## src/rtl/frame_config_sequencer_pkg.sv

```systemverilog
// Shared definitions for the frame configuration sequencer: controller
// states, the default sync word, the header desync bit and the idle row index.
package frame_config_sequencer_pkg;

    typedef enum logic [2:0] {
        UNSYNCED,
        HEADER,
        DATA,
        FLUSH,
        STROBE
    } state_t;

    localparam logic [31:0] DEFAULT_SYNC_WORD = 32'hFAB0_FAB1;
    localparam int          DESYNC_BIT        = 31;
    localparam int          ROW_IDLE          = 0;

endpackage

```

## src/rtl/frame_config_sequencer.sv

```systemverilog
// Frame configuration sequencer: waits for a sync word, then parses frames of
// one header word plus NUMBER_OF_ROWS data words, drives each data word onto
// the shared FrameData/RowSelect bus and pulses FrameStrobe once per frame.
module frame_config_sequencer
    import frame_config_sequencer_pkg::*;
#(
    parameter int          FRAME_BITS_PER_ROW = 32,
    parameter int          ROW_SELECT_WIDTH   = 5,
    parameter int          NUMBER_OF_ROWS     = 16,
    parameter logic [31:0] SYNC_WORD          = DEFAULT_SYNC_WORD
) (
    input  logic                          CLK,
    input  logic                          RESET,
    input  logic [FRAME_BITS_PER_ROW-1:0] Data_I,
    input  logic                          Valid_I,
    output logic                          Ready_O,
    output logic [FRAME_BITS_PER_ROW-1:0] FrameData_O,
    output logic [ROW_SELECT_WIDTH-1:0]   RowSelect_O,
    output logic [31:0]                   FrameAddress_O,
    output logic                          FrameStrobe_O,
    output logic                          Synced_O,
    output logic [15:0]                   FrameCount_O
);

    localparam logic [ROW_SELECT_WIDTH-1:0] LAST_ROW  = ROW_SELECT_WIDTH'(NUMBER_OF_ROWS);
    localparam logic [ROW_SELECT_WIDTH-1:0] FIRST_ROW = ROW_SELECT_WIDTH'(1);
    localparam logic [ROW_SELECT_WIDTH-1:0] IDLE_ROW  = ROW_SELECT_WIDTH'(ROW_IDLE);

    // The row counter must never wrap and the header/sync words are 32 bits,
    // so illegal parameter combinations are rejected at elaboration.
    if (NUMBER_OF_ROWS < 1 || NUMBER_OF_ROWS > (2 ** ROW_SELECT_WIDTH) - 1) begin : g_bad_rows
        $error("NUMBER_OF_ROWS out of range for ROW_SELECT_WIDTH");
    end
    if (FRAME_BITS_PER_ROW < 32) begin : g_bad_width
        $error("FRAME_BITS_PER_ROW must be at least 32");
    end

    state_t                      state;
    state_t                      state_next;
    logic                        accept;
    logic                        is_sync;
    logic                        is_desync;
    logic [ROW_SELECT_WIDTH-1:0] row_count;

    // Word-level decodes shared by the FSM and the datapath.
    always_comb begin
        Ready_O   = (state == UNSYNCED) || (state == HEADER) || (state == DATA);
        accept    = Valid_I && Ready_O;
        is_sync   = (Data_I[31:0] == SYNC_WORD);
        is_desync = Data_I[DESYNC_BIT];
    end

    // State register; reset always drops back to the unsynced state.
    always_ff @(posedge CLK) begin
        if (RESET) begin
            state <= UNSYNCED;
        end else begin
            state <= state_next;
        end
    end

    // Next-state decode: words only move the FSM when accepted, while FLUSH
    // and STROBE are fixed single-cycle steps of the frame commit.
    always_comb begin
        state_next = state;
        case (state)
            UNSYNCED: if (accept && is_sync)           state_next = HEADER;
            HEADER:   if (accept)                      state_next = is_desync ? UNSYNCED : DATA;
            DATA:     if (accept && row_count == LAST_ROW) state_next = FLUSH;
            FLUSH:                                     state_next = STROBE;
            STROBE:                                    state_next = HEADER;
            default:                                   state_next = UNSYNCED;
        endcase
    end

    // Registered outputs and row counter; the last row stays selected during
    // FLUSH so it latches, then the bus idles and the strobe fires for one cycle.
    always_ff @(posedge CLK) begin
        if (RESET) begin
            FrameData_O    <= '0;
            RowSelect_O    <= IDLE_ROW;
            FrameAddress_O <= '0;
            FrameStrobe_O  <= 1'b0;
            Synced_O       <= 1'b0;
            FrameCount_O   <= '0;
            row_count      <= '0;
        end else begin
            case (state)
                UNSYNCED: begin
                    if (accept && is_sync) begin
                        Synced_O <= 1'b1;
                    end
                end
                HEADER: begin
                    if (accept) begin
                        if (is_desync) begin
                            Synced_O <= 1'b0;
                        end else begin
                            FrameAddress_O <= Data_I[31:0];
                            row_count      <= FIRST_ROW;
                        end
                    end
                end
                DATA: begin
                    if (accept) begin
                        FrameData_O <= Data_I;
                        RowSelect_O <= row_count;
                        row_count   <= row_count + FIRST_ROW;
                    end
                end
                FLUSH: begin
                    RowSelect_O   <= IDLE_ROW;
                    FrameStrobe_O <= 1'b1;
                end
                STROBE: begin
                    FrameStrobe_O <= 1'b0;
                    FrameCount_O  <= FrameCount_O + 16'd1;
                end
                default: begin
                end
            endcase
        end
    end

endmodule

```

## config.mk

```make
export PLATFORM = sky130hd
export DESIGN_NAME = frame_config_sequencer
export DESIGN_NICKNAME = d
export VERILOG_FILES = /design/src/rtl/frame_config_sequencer_pkg.sv /design/src/rtl/frame_config_sequencer.sv
export SDC_FILE = /design/constraint.sdc
export NUM_CORES = 1
export LEC_CHECK = 0
export CORE_AREA = 2 2 91 93
export CTS_BUF_LIST = sky130_fd_sc_hd__clkbuf_16
export DETAILED_ROUTE_END_ITERATION = 10
export DIE_AREA = 0 0 93 95
export PLACE_DENSITY = 0.94
export SYNTH_ARGS = -nofsm -noshare
export SYNTH_HDL_FRONTEND = slang
export SYNTH_SLANG_ARGS = --single-unit
```

## constraint.sdc

```tcl
create_clock -name CLK -period 2.7 [get_ports CLK]
set_clock_uncertainty 0.1 [all_clocks]
set_input_delay 0.54 -clock CLK [delete_from_list [all_inputs] [get_ports CLK]]
set_output_delay 0.54 -clock CLK [all_outputs]
set_load 0.005 [all_outputs]
```

* Yosys cells after proc, flatten, opt, wreduce, memory -nomap -nowiden
Index checks and enable logic that the tools add are counted. W data, S select, Z words.
Storage, ports and cells: flip-flop bits (word level) 94, bits of input ports 35, output and inout port bits 88
Cells by class: equality and inequality tests 12, muxes and demuxes 16, reductions and logical operators 16, bitwise logic cells 1, $add $sub $neg 2
Operators with widths (number):
- $eq A32 B32 Y1 const B | 1
- $mux W5 | 4
- $pmux W5 S2 | 2
- $add A16 B1 Y16 const B | 1
- $pmux W3 S5 | 1
- $mux W3 | 3
- $ne A2 B2 Y1 const B | 4
- $reduce_and A4 Y1 | 2
- $reduce_bool A2 Y1 | 4
- $eq A3 B2 Y1 const B | 2
- $reduce_and A3 Y1 | 2
- $add A5 B1 Y5 const B | 1
- $eq A5 B5 Y1 const B | 1
- $ne A2 B1 Y1 const B | 2
- $pmux W1 S2 | 2
- $reduce_and A2 Y1 | 2
- $eq A3 B1 Y1 const B | 1
- $eq A3 B3 Y1 const B | 1
- $logic_and A1 B1 Y1 | 3
- $logic_not A3 Y1 | 1
- $mux W1 | 3
- $logic_or A1 B1 Y1 | 2
- $mux W2 | 1
- $not A1 Y1 | 1

* Logic depth before layout (Yosys ltp)
depth after elaboration 7, mapped depth 7

* Worst setup path after synthesis
Ideal clock, no wire load.
path type input-to-reg, start in Valid_I, end reg FrameAddress_O[0], cell stages on the path 7, arrival time 1.489 ns, setup time 0.132 ns, setup slack 0.979 ns, cell sequence nand2b_1 > buf_2 > or3_1 > clkbuf_1 > buf_2 > nand2_1 > a21oi_1
Between the ends: cells in the longest elaborated chain, start to end 2
Ends and longest elaborated chain:
- from (decl) | line frame_config_sequencer.sv:15 | input logic Valid_I,
- $logic_and A1 B1 Y1 | line frame_config_sequencer.sv:48 | accept = Valid_I && Ready_O;
- $reduce_and A3 Y1 (no line)
- to (signal assigned) | line frame_config_sequencer.sv:99 | FrameAddress_O <= Data_I[31:0];
- to (decl) | line frame_config_sequencer.sv:19 | output logic [31:0] FrameAddress_O,
No other way between the ends. A chain may end at the register's enable or synchronous reset.

* Final worst setup path
start reg state[0], end out Ready_O
Between the ends: cells in the longest elaborated chain, start to end 3, elaborated cells between the ends (all ways) 5, those cells by class eq/ne: 2; reduce/logical: 3
Ends and longest elaborated chain:
- from (decl) | line frame_config_sequencer.sv:38 | state_t state;
- from (signal assigned) | line frame_config_sequencer.sv:58 | state <= state_next;
- $eq A3 B1 Y1 or $logic_not A3 Y1 (tied branches) | line frame_config_sequencer.sv:47 | Ready_O = (state == UNSYNCED) || (state == HEADER) || (state == DATA);
- $logic_or A1 B1 Y1 | line frame_config_sequencer.sv:47
- $logic_or A1 B1 Y1 * | line frame_config_sequencer.sv:47
- to (decl) | line frame_config_sequencer.sv:16 | output logic Ready_O,
Mark *: on every way between the ends. The rest lies on a longest branch, timed or not.

==> flow_metrics.py <==
metrics = {
    "run_status": {
        "status": "completed",
    },
    "drt": {
        "drt_pass1_iterations": 4,
        "ant_nets": 0,
        "postRouteWirelength_microns": 9840,
        "routedWlPerCell_microns": 14.5,
        "viasPerCell": 5.24,
        "vias": 3549,
        "drtIter0Drc": 140,
        "drc": 0,
    },
    "synthesis": {
        "synthAdderAreaFrac_pct": 1.01,
        "synth_cell_types": 48,
        "synth_edf_count": 0,
        "ys_ff_latch": 94,
        "syn_avg_cell_area_sq_um": 8.21,
        "ys_warn_count": 0,
        "synthArstFlopShare_pct": 0,
        "syn_nets": 493,
        "synth.area.mux_share_pct": 0.871,
        "synthCells": 455,
        "yosysSeqAreaShare_pct": 50.4,
        "synth_compound_area_share_pct": 13.7,
        "synth_area_sq_mm": 0.00373,
        "yosys_most_used_dff": "dfxtp_1",
        "synth_simple_gate_area_share_pct": 27.2,
        "synth_top_family_by_area": "simple AND/OR/NAND/NOR gates",
        "synth_xor_area_share_pct": 2.35,
    },
    "finish": {
        "nNetsFinal": 605,
        "layout-drive-gt1-share_pct": 6.99,
        "area_delta_synth_final_pct": 42.6,
        "diodes": 0,
    },
    "power": {
        "power_frac_comb_pct": 3.9,
        "p_per_area_mw_per_mm2": 508,
        "swShare_pct": 22.9,
        "clkPwrFrac_pct": 44.8,
        "leakage_nw": 1.83,
        "seqPwrFrac_pct": 51.2,
        "p_int_mw": 2.08,
        "p_total_mw": 2.70,
        "switchingPower_uw": 619,
        "vdd_drop_max_v": 0.000345,
    },
    "global_routing": {
        "grt_pass1_wl_microns": 15900,
        "grt_max_degree": 32,
        "antenna_found_initial": 0,
        "globalRoute.totalOverflow": 0,
        "first_global_vias": 3431,
        "gr-usage-all-layers_pct": 22.6,
    },
    "floorplanning": {
        "boundaryPins": 123,
        "rows": 33,
        "die_w_microns": 93,
        "core-area_sq_mm": 0.00793,
        "start_util_pct": 47.1,
        "die_h_microns": 95,
        "dieArea_sq_mm": 0.00884,
    },
    "cts": {
        "cts_tree": "built",
        "cts_sinks": 94,
        "postCtsSetupRepairBufs": 0,
        "cts_buffer_depth": 2,
        "h-tree-depth": 3,
        "postCtsHoldBufs": 0,
        "root_buffer": "clkbuf_16",
        "clkSlewWorstSetupHoldPaths_ns": 0.06,
        "cts_resized": 0,
        "clk_latency_ns": 0.33,
        "cts_buffers": 9,
    },
    "sta": {
        "min_period_ns": 2.19,
        "slew_headroom_pct": 64.5,
        "setup_viol": 0,
        "grt_setup_unrepaired": "no",
        "clock.fmax_ghz": 0.456,
        "hold_viol_final": 0,
        "timing.final.ws_setup_ns": 0.507,
        "hold_slack_ns": 0.356,
        "period_share_pct": 81.2,
        "tightestPinTransition_ns": 0.533,
        "report.final.slew_viol_count": 0,
        "setup_tns_ns": 0,
    },
    "setup_path": {
        "ff2ff_setup_slack_ns": 0.68,
        "cp-start-kind": "flip-flop",
        "cp_max_fo": 12,
        "path_class": "flip-flop to output port",
        "cp_data_required_time_ns": 2.06,
        "cp.arrival_ns": 1.55,
        "end_kind": "output port",
        "cpPeakStageDelay_ns": 0.54,
        "crit_chain": "a21oi_1 -> clkdlybuf4s50_1",
        "crit_path_top_delay_cell": "clkdlybuf4s50_1",
    },
    "place": {
        "place_ws_ns": 0.289,
        "io_buffers": 121,
        "gp_congestion": 0.825,
        "dpl.hpwl_microns": 7070,
    },
    "worst_hold_path": {
        "min_path_type": "flip-flop to flip-flop",
    },
    "job": {
        "cap_violations": 0,
    },
}
metrics by stage:
step | instances | utilization, % | instance area, sq um
detailed placement | 661 | 63.5 | 5040
floorplan | 455 | - | 3730
CTS | 677 | 67.2 | 5330
finish | 677 | 67.2 | 5330
global placement | 661 | 63.5 | 5040
global route | 677 | 67.2 | 5330
registers in the layout (all words and copies together), names as in the netlist:
name            cells
FrameCount_O       16
FrameData_O        32
row_count           5
FrameAddress_O     31
Synced_O            1
state               3
FrameStrobe_O       1
RowSelect_O         5
worst max-delay path, delay by kind of cell, from the launching register on:
kind	cells	cell delay [ns]
flip-flops	1	0.42
AO/OA/AOI/OAI	1	0.27
buffers and inverters	1	0.54
cells in the mapped netlist, types with 2 or more instances:
library cell | number | area (sq um)
o21ai_0 | 3 | 15.0
inv_1 | 5 | 18.8
nand2b_1 | 6 | 37.5
xor2_1 | 3 | 26.3
and4b_1 | 2 | 20.0
o21a_1 | 2 | 15.0
or3_1 | 2 | 12.5
nor4_1 | 3 | 18.8
nand3_1 | 6 | 30.0
buf_2 | 12 | 60.1
nor2_1 | 28 | 105
clkbuf_1 | 16 | 60.1
nand4_1 | 6 | 37.5
nor3_1 | 8 | 40.0
mux2_1 | 2 | 22.5
ha_1 | 3 | 37.5
a31o_2 | 2 | 17.5
a311oi_1 | 2 | 17.5
a22oi_1 | 5 | 37.5
nor2b_1 | 4 | 25.0
nor4bb_1 | 3 | 30.0
xnor2_1 | 7 | 61.3
dfxtp_1 | 94 | 1880
a21oi_1 | 73 | 365
nand2_1 | 135 | 507
worst paths after layout:
kind,endpoint,cells after the start,startpoint
max,Ready_O,2,state[0]
min,FrameAddress_O[26],2,FrameAddress_O[26]
max reg2reg,FrameData_O[15],5,state[0]
min reg2reg,FrameAddress_O[26],2,FrameAddress_O[26]
cells by family after synthesis:
family,Yosys count
buf+inv,36
mux,3
simple gates,216
compound gates,92
fa+ha+maj,3
other cells,1
xor+xnor,10
flops,94
cell usage in the layout (no fill, tap or decap), types with 4 or more instances in the layout:
master / instances
a21oi_1: 73
a22oi_1: 5
buf_4: 10
clkbuf_16: 9
clkdlybuf4s50_1: 120
dfxtp_1: 94
inv_1: 5
nand2_1: 135
nand2b_1: 6
nand3_1: 6
nand4_1: 6
nor2_1: 28
nor2b_1: 4
nor3_1: 8
xnor2_1: 7
power by group through the flow:
| stage | Clock [mW] | Sequential [mW] | Combinational [mW] |
|---|---|---|---|
| 2_1_floorplan | 0 | 1.42 | 0.0319 |
| 4_1_cts | 1.23 | 1.39 | 0.106 |
| 6_report | 1.21 | 1.39 | 0.106 |
| 3_3_place_gp | 0 | 1.42 | 0.103 |
| 5_1_grt | 1.28 | 1.38 | 0.114 |
| 3_5_place_dp | 0 | 1.42 | 0.105 |
area by class of cell:
class                   count  area [sq um]
clock inverters             7          65.1
repair buffers            132          1300
well taps                 105           131
clock buffers               9           225
fillers                   646          2600
inverters                   5          18.8
flip-flops and latches     94          1880
multi-input cells         325          1700
routing by layer:
layer | GRT usage [%] | vias up | routed length [microns]
met1 | 26.9 | 1670 | 4080
met2 | 39.1 | 113 | 4990
li1 | - | 1752 | -
met5 | 0 | - | 0
met3 | 4.95 | 14 | 599
met4 | 10.3 | 0 | 171
Power figures use the tool's default switching activity.
